### config.mk
export PLATFORM = sky130hd
export DESIGN_NAME = exec_control_unit
export DESIGN_NICKNAME = d
export VERILOG_FILES = /design/src/rtl/exec_control_unit_pkg.sv /design/src/rtl/exec_control_unit_alu.sv /design/src/rtl/exec_control_unit.sv
export SDC_FILE = /design/constraint.sdc
export NUM_CORES = 1
export LEC_CHECK = 0
export ABC_AREA = 0
export CAP_MARGIN = 20
export CORE_MARGIN = 1.5
export CORE_UTILIZATION = 59
export DETAILED_ROUTE_END_ITERATION = 10
export PLACE_DENSITY = 0.8
export SYNTH_ARGS = -nofsm -noshare
export SYNTH_HDL_FRONTEND = slang
export SYNTH_SLANG_ARGS = --single-unit
### constraint.sdc
create_clock -name clk -period 3.2 [get_ports clk]
set_clock_uncertainty 0.15 [all_clocks]
set_input_delay 0.64 -clock clk [delete_from_list [all_inputs] [get_ports clk]]
set_output_delay 0.64 -clock clk [all_outputs]
set_load 0.005 [all_outputs]
### src/rtl/exec_control_unit_pkg.sv
// Shared definitions for the execute stage: state encodings, opcode
// constants, the LDI marker bit and a small instruction decoder.
package exec_control_unit_pkg;

    localparam int DATA_W  = 8;
    localparam int INSTR_W = 8;
    localparam int NREG    = 4;
    localparam int LDI_BIT = 7;

    // cu_state encodings; the sequencer waits for CU_DONE
    typedef enum logic [1:0] {
        CU_IDLE = 2'b00,
        CU_READ = 2'b01,
        CU_EXEC = 2'b10,
        CU_DONE = 2'b11
    } cu_state_e;

    // 3-bit opcode field for non-LDI instructions
    localparam logic [2:0] OPC_NOP = 3'b000;
    localparam logic [2:0] OPC_MOV = 3'b001;
    localparam logic [2:0] OPC_ADD = 3'b010;
    localparam logic [2:0] OPC_SUB = 3'b011;
    localparam logic [2:0] OPC_AND = 3'b100;
    localparam logic [2:0] OPC_OR  = 3'b101;
    localparam logic [2:0] OPC_XOR = 3'b110;
    localparam logic [2:0] OPC_NOT = 3'b111;

    // Operation selector handed to the ALU
    typedef enum logic [3:0] {
        ALU_NOP,
        ALU_MOV,
        ALU_ADD,
        ALU_SUB,
        ALU_AND,
        ALU_OR,
        ALU_XOR,
        ALU_NOT,
        ALU_LDI
    } alu_op_e;

    function automatic alu_op_e decode_op(input logic [INSTR_W-1:0] ir);
        alu_op_e op;
        op = ALU_NOP;
        if (ir[LDI_BIT]) begin
            op = ALU_LDI;
        end else begin
            case (ir[6:4])
                OPC_NOP: op = ALU_NOP;
                OPC_MOV: op = ALU_MOV;
                OPC_ADD: op = ALU_ADD;
                OPC_SUB: op = ALU_SUB;
                OPC_AND: op = ALU_AND;
                OPC_OR:  op = ALU_OR;
                OPC_XOR: op = ALU_XOR;
                OPC_NOT: op = ALU_NOT;
                default: op = ALU_NOP;
            endcase
        end
        return op;
    endfunction

    // Destination register: LDI keeps it in [6:5], register ops in [3:2]
    function automatic logic [1:0] decode_rd(input logic [INSTR_W-1:0] ir);
        return ir[LDI_BIT] ? ir[6:5] : ir[3:2];
    endfunction

    function automatic logic [1:0] decode_rs(input logic [INSTR_W-1:0] ir);
        return ir[1:0];
    endfunction

endpackage

### src/rtl/exec_control_unit_alu.sv
// Combinational ALU for the execute stage. Reports whether the operation
// writes the register file and whether it updates the carry flag.
module cu_alu
    import exec_control_unit_pkg::*;
(
    input  alu_op_e           op_i,
    input  logic [DATA_W-1:0] a_i,
    input  logic [DATA_W-1:0] b_i,
    input  logic [4:0]        imm_i,
    output logic [DATA_W-1:0] res_o,
    output logic              carry_o,
    output logic              carry_we_o,
    output logic              writes_o
);

    logic [DATA_W:0] sum_ext;

    assign sum_ext = {1'b0, a_i} + {1'b0, b_i};

    // Operation select; only ADD/SUB touch the carry, only NOP skips the write
    always_comb begin
        res_o      = '0;
        carry_o    = 1'b0;
        carry_we_o = 1'b0;
        writes_o   = 1'b1;
        case (op_i)
            ALU_MOV: res_o = b_i;
            ALU_ADD: begin
                res_o      = sum_ext[DATA_W-1:0];
                carry_o    = sum_ext[DATA_W];
                carry_we_o = 1'b1;
            end
            ALU_SUB: begin
                res_o      = a_i - b_i;
                carry_o    = (a_i < b_i);
                carry_we_o = 1'b1;
            end
            ALU_AND: res_o = a_i & b_i;
            ALU_OR:  res_o = a_i | b_i;
            ALU_XOR: res_o = a_i ^ b_i;
            ALU_NOT: res_o = ~b_i;
            ALU_LDI: res_o = {{(DATA_W-5){1'b0}}, imm_i};
            default: writes_o = 1'b0;
        endcase
    end

endmodule

### src/rtl/exec_control_unit.sv
// Execute stage: captures an instruction on ir_load, steps through
// READ/EXEC/DONE against a small register file and signals DONE for one
// cycle so the sequencer can advance.
module exec_control_unit
    import exec_control_unit_pkg::*;
(
    input  logic               clk,
    input  logic               reset,
    input  logic               ir_load,
    input  logic [INSTR_W-1:0] instr,
    output logic [1:0]         cu_state,
    output logic [DATA_W-1:0]  result,
    output logic               zero_flag,
    output logic               carry_flag,
    output logic               busy_err,
    input  logic [1:0]         dbg_addr,
    output logic [DATA_W-1:0]  dbg_data
);

    cu_state_e          state_q;
    logic [INSTR_W-1:0] ir_q;
    logic [DATA_W-1:0]  a_q;
    logic [DATA_W-1:0]  b_q;
    logic [DATA_W-1:0]  result_q;
    logic               zero_q;
    logic               carry_q;
    logic               busy_err_q;
    logic [DATA_W-1:0]  regs_q [NREG];

    alu_op_e            alu_op;
    logic [1:0]         rd;
    logic [1:0]         rs;
    logic [DATA_W-1:0]  alu_res;
    logic               alu_carry;
    logic               alu_carry_we;
    logic               alu_writes;
    logic               reg_we;

    assign alu_op = decode_op(ir_q);
    assign rd     = decode_rd(ir_q);
    assign rs     = decode_rs(ir_q);

    cu_alu u_alu (
        .op_i       (alu_op),
        .a_i        (a_q),
        .b_i        (b_q),
        .imm_i      (ir_q[4:0]),
        .res_o      (alu_res),
        .carry_o    (alu_carry),
        .carry_we_o (alu_carry_we),
        .writes_o   (alu_writes)
    );

    // The write happens on the edge that leaves EXEC; only writing ops reach EXEC
    assign reg_we = (state_q == CU_EXEC);

    // One register per generate slice, cleared by reset, written at EXEC exit
    genvar gi;
    generate
        for (gi = 0; gi < NREG; gi++) begin : g_reg
            always_ff @(posedge clk) begin
                if (!reset) begin
                    regs_q[gi] <= '0;
                end else if (reg_we && (rd == 2'(gi))) begin
                    regs_q[gi] <= alu_res;
                end
            end
        end
    endgenerate

    // Sequencing FSM with operand latches, result/flag registers and busy detection
    always_ff @(posedge clk) begin
        if (!reset) begin
            state_q    <= CU_IDLE;
            ir_q       <= '0;
            a_q        <= '0;
            b_q        <= '0;
            result_q   <= '0;
            zero_q     <= 1'b0;
            carry_q    <= 1'b0;
            busy_err_q <= 1'b0;
        end else begin
            busy_err_q <= ir_load && (state_q != CU_IDLE);
            case (state_q)
                CU_IDLE: begin
                    if (ir_load) begin
                        ir_q    <= instr;
                        state_q <= CU_READ;
                    end
                end
                CU_READ: begin
                    a_q     <= regs_q[rd];
                    b_q     <= regs_q[rs];
                    state_q <= alu_writes ? CU_EXEC : CU_DONE;
                end
                CU_EXEC: begin
                    result_q <= alu_res;
                    zero_q   <= (alu_res == '0);
                    if (alu_carry_we) begin
                        carry_q <= alu_carry;
                    end
                    state_q  <= CU_DONE;
                end
                CU_DONE: begin
                    state_q <= CU_IDLE;
                end
                default: state_q <= CU_IDLE;
            endcase
        end
    end

    assign cu_state   = state_q;
    assign result     = result_q;
    assign zero_flag  = zero_q;
    assign carry_flag = carry_q;
    assign busy_err   = busy_err_q;
    // Debug port reads the array directly so a same-cycle write shows only after the edge
    assign dbg_data   = regs_q[dbg_addr];

endmodule

==> results of run 1 <==
-- per-layer routing --
layer | vias to the layer above | routed length [um]
met5 | - | 0
met4 | 0 | 195
met3 | 19 | 584
met2 | 106 | 5560
met1 | 1808 | 5010
li1 | 1807 | -
-- Yosys cell counts (all sizes together) (5+ instances only) --
cell / instances
mux4: 18
nand3: 17
nand2: 43
nor2b: 7
a21oi: 24
clkbuf: 16
o21ai: 19
dfxtp: 40
a31oi: 9
xnor2: 7
nor2: 65
o31ai: 5
nor3: 8
inv: 35
and2: 10
mux2i: 27
buf: 17
o22ai: 5
nand2b: 5
a211oi: 15
edfxtp: 32
ha: 27
-- how the worst max path moves through the flow --
stage,start,endpoint,slack (ns),depth (start not counted)
2_1_floorplan,ir_q[7],regs_q[0][0],0.59,7
3_3_place_gp,dbg_addr[0],dbg_data[4],0.14,4
3_5_place_dp,dbg_addr[0],dbg_data[6],0.13,4
4_1_cts,dbg_addr[0],dbg_data[4],0.13,4
5_1_grt,b_q[1],regs_q[3][7],0.08,9
6_report,dbg_addr[0],dbg_data[4],0.13,4
-- state kept, by name, indices dropped and copies added, names as in the netlist, named ones only --
register and cells:
carry_flag 1, a_q 8, regs_q 32, zero_flag 1
b_q 8, cu_state 2, ir_q 8, busy_err 1
result 8
-- metrics by stage --
step	power [mW]	cell area (um2)
finish	3.09	5260
global route	3.27	5260
CTS	3.07	5260
detailed placement	2.45	5090
global placement	2.40	5080
floorplan	2.07	4640
-- final cells by class --
class / instances / area (um2)
sequential: 72 / 1760
clock inverter: 7 / 47.5
tap: 102 / 128
inverter: 35 / 131
multi-input combinational: 348 / 2580
clock buffer: 9 / 124
timing repair buffer: 51 / 488
fill: 572 / 2390
-- logic make-up after synthesis --
logic type                 after synthesis  share of synthesized area
xor gates and xnor gates                 7                     0.0132
adders and majority gates               29                     0.0815
buffers and inverters                   68                     0.0642
AOI/OAI and AO/OA                      100                      0.147
muxes                                   46                      0.148
DFF                                     72                      0.380
and+or+nand+nor                        166                      0.166
-- critical path: cells and delay by family --
kind,cells,cell delay (ns)
buffers and inverters,3,1.11
multiplexers,1,0.52
-- power by group --
part | total (mW) | internal [mW] | switching [mW]
clock network | 0.638 | 0.281 | 0.358
logic | 1.23 | 0.551 | 0.679
registers | 1.22 | 1.08 | 0.135
==> run_results.csv, run 1 <==
group,metric,value,unit
worst_setup_path,path_cells,"clkdlybuf4s50_1 > buf_12 > mux4_2 > clkdlybuf4s50_1",
pwr,power_per_cell_area,587,nW/um2
worst_setup_path,r2r_start,"b_q[1]",
global_route,busiest_layer,"met2",
synthesis,ys_seq_area_frac,0.380,
synthesis,ys_top_cells_by_area,"edfxtp_1, dfxtp_1, mux4_2, ha_1, mux2i_1",
placement,pre_cts_slack,0.130,ns
clock_network,tritoncts,"yes",
finish,post-route-util,0.688,
finish,drive_above_1_share,0.126,
drt,dr.pass1.iters,5,
global_route,grt_max_degree,28,
synthesis,netlist_instances,488,
finish,final_common_cell,"nor2_1",
placement,gp_congestion,0.936,
clock_network,cts.path.max_buffers,2,
sta,fin_crit_sh,0.959,
clock_network,cts_hold_buf,0,
finish,most-common-layout-cells,"nor2_1, nand2_1, dfxtp_1, inv_1, clkdlybuf4s50_1",
worst_setup_path,cp-end-kind,"output port",
global_route,grt_pass1_wl,19000,um
synthesis,synth-edff-count,32,
global_route,antenna_found_initial,0,
finish,instances_no_fill,624,
clock_network,clock-sinks,72,
floorplanning,rows,32,
global_route,grt_use_total,0.293,
sta,tightest_slew,0.799,ns
clock_network,clk-insertion-delay-late,0.35,ns
global_route,grt_overflow,0,
clock_network,numCtsBuffers,9,
pwr,ir_worst_vdd,0.522,mV
placement,hpwl,8470,um
drt,drt_wl_total,11400,um
synthesis,netlist.top_cell.by_area,"edfxtp_1",
worst_setup_path,criticalPathCategory,"in2out",
sta,fin_crit,3.07,ns
clock_network,clk_pin_slew,0.08,ns
synthesis,synth_cell_types,59,
sta,setup_tns,0,ns
synthesis,synth_top_area_frac,0.207,
run,max_cap_violations,0,
synthesis,synthArstFlopShare,0,
drt,first_iter_violations,301,
clock_network,cts_resized,0,
finish,layout.nets,559,
floorplanning,die_area,8400,um2
worst_setup_path,worst_r2r_endpoint,"regs_q[0][7]",
drt,via_count,3740,
finish,num_antenna_cells,0,
worst_setup_path,cp_common_cell,"clkdlybuf4s50_1",
clock_network,htree_levels,3,
global_route,use_met1,0.384,
worst_setup_path,crit_required,2.41,ns
worst_setup_path,rrSetupSlack,0.26,ns
floorplanning,die_w,91.7,um
worst_setup_path,max_stage_delay,0.52,ns
finish,areaGrowthSynthToFinish,13.4,%
drt,wl_per_cell,18.2,um
sta,max_freq,0.326,GHz
sta,finalHoldViolCount,0,
clock_network,root_buffer,"clkbuf_8",
run_status,status,"completed",
worst_setup_path,reg2reg_depth,9,
clock_network,cts_post_setup_buffers_inserted,0,
hold_path,hold_path.startpoint,"result[2]",
sta,whs,0.342,ns
hold_path,worstHoldEndpoint,"result[2]",
hold_path,worstHoldPathType,"reg2reg",
sta,finalWorstSetupSlack,0.130,ns
global_route,met2_usage,0.488,
synthesis,syn_avg_cell_area,9.50,um2
sta,setup_viol,0,
worst_setup_path,cp_max_fo,8,
global_route,grt.met3_usage,0.0498,
synthesis,netlist_area,4640,um2
drt,routed_via_density,5.99,
drt,ant_nets,0,
sta,timing.slew.headroom,0.463,
synthesis,ys.flop_type,"dfxtp_1",
synthesis,ys_ff_latch,72,
floorplanning,die_h,91.7,um
synthesis,ys_warn_count,0,
hold_path,hold-path-cell-count,2,
synthesis,synth_fp_nets,530,
floorplanning,io_pins,34,
pwr,p_leak,1.87,nW
global_route,first_global_vias,3697,
placement,post-place-cells,608,
floorplanning,core_area,7650,um2
placement,io_buffers,33,
drt,drc_errors,0,
worst_setup_path,cp.arrival,2.28,ns
worst_setup_path,cp_slowest_cell,"mux4_2",
sta,slew_violations,0,
sta,rsz0062_at_grt,"no",
floorplanning,start_util,0.606,
worst_setup_path,critPathLaunchType,"primary input",
No activity file was read; power rests on OpenSTA's default activity.
==> inputs of run 2 (changes only) <==
CORE_ASPECT_RATIO = 0.9   (was unset)
==> run 2 against run 1 <==
Cell count fell by 0.16%. Total power rose by 6.4%. Utilization rose by 1.5 points. Die area barely moved. Sequential cell count did not move. Routed wire length rose by 3.9%. Non-clock buffer count rose by 5. Register-to-register slack improved by 0.02 ns. First-iteration DRC count rose by 18%. Sequential power barely moved. Via count rose by 4.7%. Critical path type unchanged. Critical endpoint is now dbg_data[1].
==> run_results.csv, run 2 (synthesized netlist as in run 1, its figures left out) <==
group,metric,value,unit
run_status,status,"completed",
drt,dr.pass1.iters,5,
finish,num_antenna_cells,0,
finish,largest_register,"regs_q",
clock_network,cts_resized,0,
global_route,grt_overflow,0,
clock_network,cts.path.max_buffers,2,
worst_setup_path,cp-end-kind,"output port",
floorplanning,rows,30,
global_route,grt_pass1_wl,19100,um
finish,layout.nets,564,
clock_network,cts_hold_buf,0,
sta,fin_crit_sh,0.968,
clock_network,clk-insertion-delay-late,0.35,ns
finish,instances_no_fill,623,
finish,final_common_cell,"nor2_1",
sta,max_freq,0.323,GHz
floorplanning,die_h,87.1,um
pwr,p_leak,1.92,nW
sta,finalHoldViolCount,0,
clock_network,tritoncts,"yes",
finish,most-common-layout-cells,"nor2_1, nand2_1, dfxtp_1, inv_1, clkdlybuf4s50_1",
worst_setup_path,criticalPathCategory,"in2out",
run,max_cap_violations,0,
global_route,grt_use_total,0.305,
clock_network,numCtsBuffers,9,
worst_setup_path,crit_required,2.41,ns
worst_setup_path,cp.arrival,2.31,ns
clock_network,clk_pin_slew,0.08,ns
placement,hpwl,8590,um
finish,drive_above_1_share,0.135,
placement,post-place-cells,607,
pwr,finalPower,3.28,mW
sta,setup_viol,0,
worst_setup_path,cp_max_fo,8,
global_route,grt_max_degree,33,
drt,drc_errors,0,
drt,routed_via_density,6.29,
sta,timing.slew.headroom,0.548,
floorplanning,io_pins,34,
finish,areaGrowthSynthToFinish,14.8,%
floorplanning,die_w,96.4,um
sta,fin_crit,3.10,ns
pwr,power_per_cell_area,617,nW/um2
drt,ant_nets,0,
hold_path,worstHoldPathType,"reg2reg",
finish,largest_reg_flops,32,
drt,drt_wl_total,11800,um
placement,gp_congestion,0.953,
global_route,first_global_vias,3728,
drt,wl_per_cell,18.9,um
clock_network,clock-sinks,72,
global_route,antenna_found_initial,0,
placement,io_buffers,33,
clock_network,htree_levels,3,
sta,slew_violations,0,
floorplanning,start_util,0.612,
floorplanning,core_area,7580,um2
clock_network,cts_post_setup_buffers_inserted,0,
drt,via_count,3916,
pwr,ir_worst_vdd,0.530,mV
worst_setup_path,critPathLaunchType,"primary input",
clock_network,root_buffer,"clkbuf_8",
sta,tightest_slew,0.677,ns
floorplanning,die_area,8400,um2
sta,setup_tns,0,ns
sta,rsz0062_at_grt,"no",
drt,first_iter_violations,354,
## run 2: cell types whose count changed in the layout (fill, tap and decap cells not counted)
cell	before	now
buf_12	2	1
buf_2	1	0
buf_4	15	22
bufinv_16	0	2
clkinv_2	3	2
clkinvlp_4	2	1
## run 2: layout make-up
cell class | instances | area (um2)
clock buffers | 9 | 124
clock inverters | 7 | 95.1
fillers | 564 | 2260
inverters | 35 | 131
multi-input cells | 348 | 2580
flip-flops and latches | 72 | 1760
well taps | 96 | 120
repair buffers | 56 | 515
## run 2: final timing paths
check	startpoint	endpoint	slack (ns)	cells after the start
worst max-delay path	dbg_addr[0]	dbg_data[1]	0.10	4
worst min-delay path	ir_q[5]	flop	0.33	2
worst max register to register	a_q[0]	regs_q[2][6]	0.28	11
worst min register to register	ir_q[5]	flop	0.33	2
## run 2: per-layer routing
| metal | GRT usage | vias to the layer above | part of all wire |
|---|---|---|---|
| li1 | - | 1817 | - |
| met2 | 0.478 | 159 | 0.48 |
| met5 | 0 | - | 0 |
| met4 | 0.104 | 0 | 0.018 |
| met3 | 0.0550 | 22 | 0.065 |
| met1 | 0.428 | 1918 | 0.44 |
## run 2: stage by stage
step	utilization	setup WS, ns	hold WS (ns)	instance area (um2)
6_report	0.702	0.101	0.333	5330
4_1_cts	0.702	0.102	0.341	5330
3_3_place_gp	0.673	0.133	0.316	5110
3_5_place_dp	0.673	0.104	0.327	5110
2_1_floorplan	-	0.588	0.299	4640
5_1_grt	0.702	0.0739	0.363	5330
## run 2: worst max-delay path, stage by stage
cell	delay, ns
clkdlybuf4s50_1	0.52
buf_12	0.16
mux4_2	0.50
clkdlybuf4s50_1	0.49
## run 2: power by group
| group | internal, mW | switching [mW] | leakage (nW) |
|---|---|---|---|
| clock network | 0.440 | 0.375 | 0.110 |
| registers | 1.08 | 0.138 | 0.658 |
| logic | 0.564 | 0.684 | 1.15 |
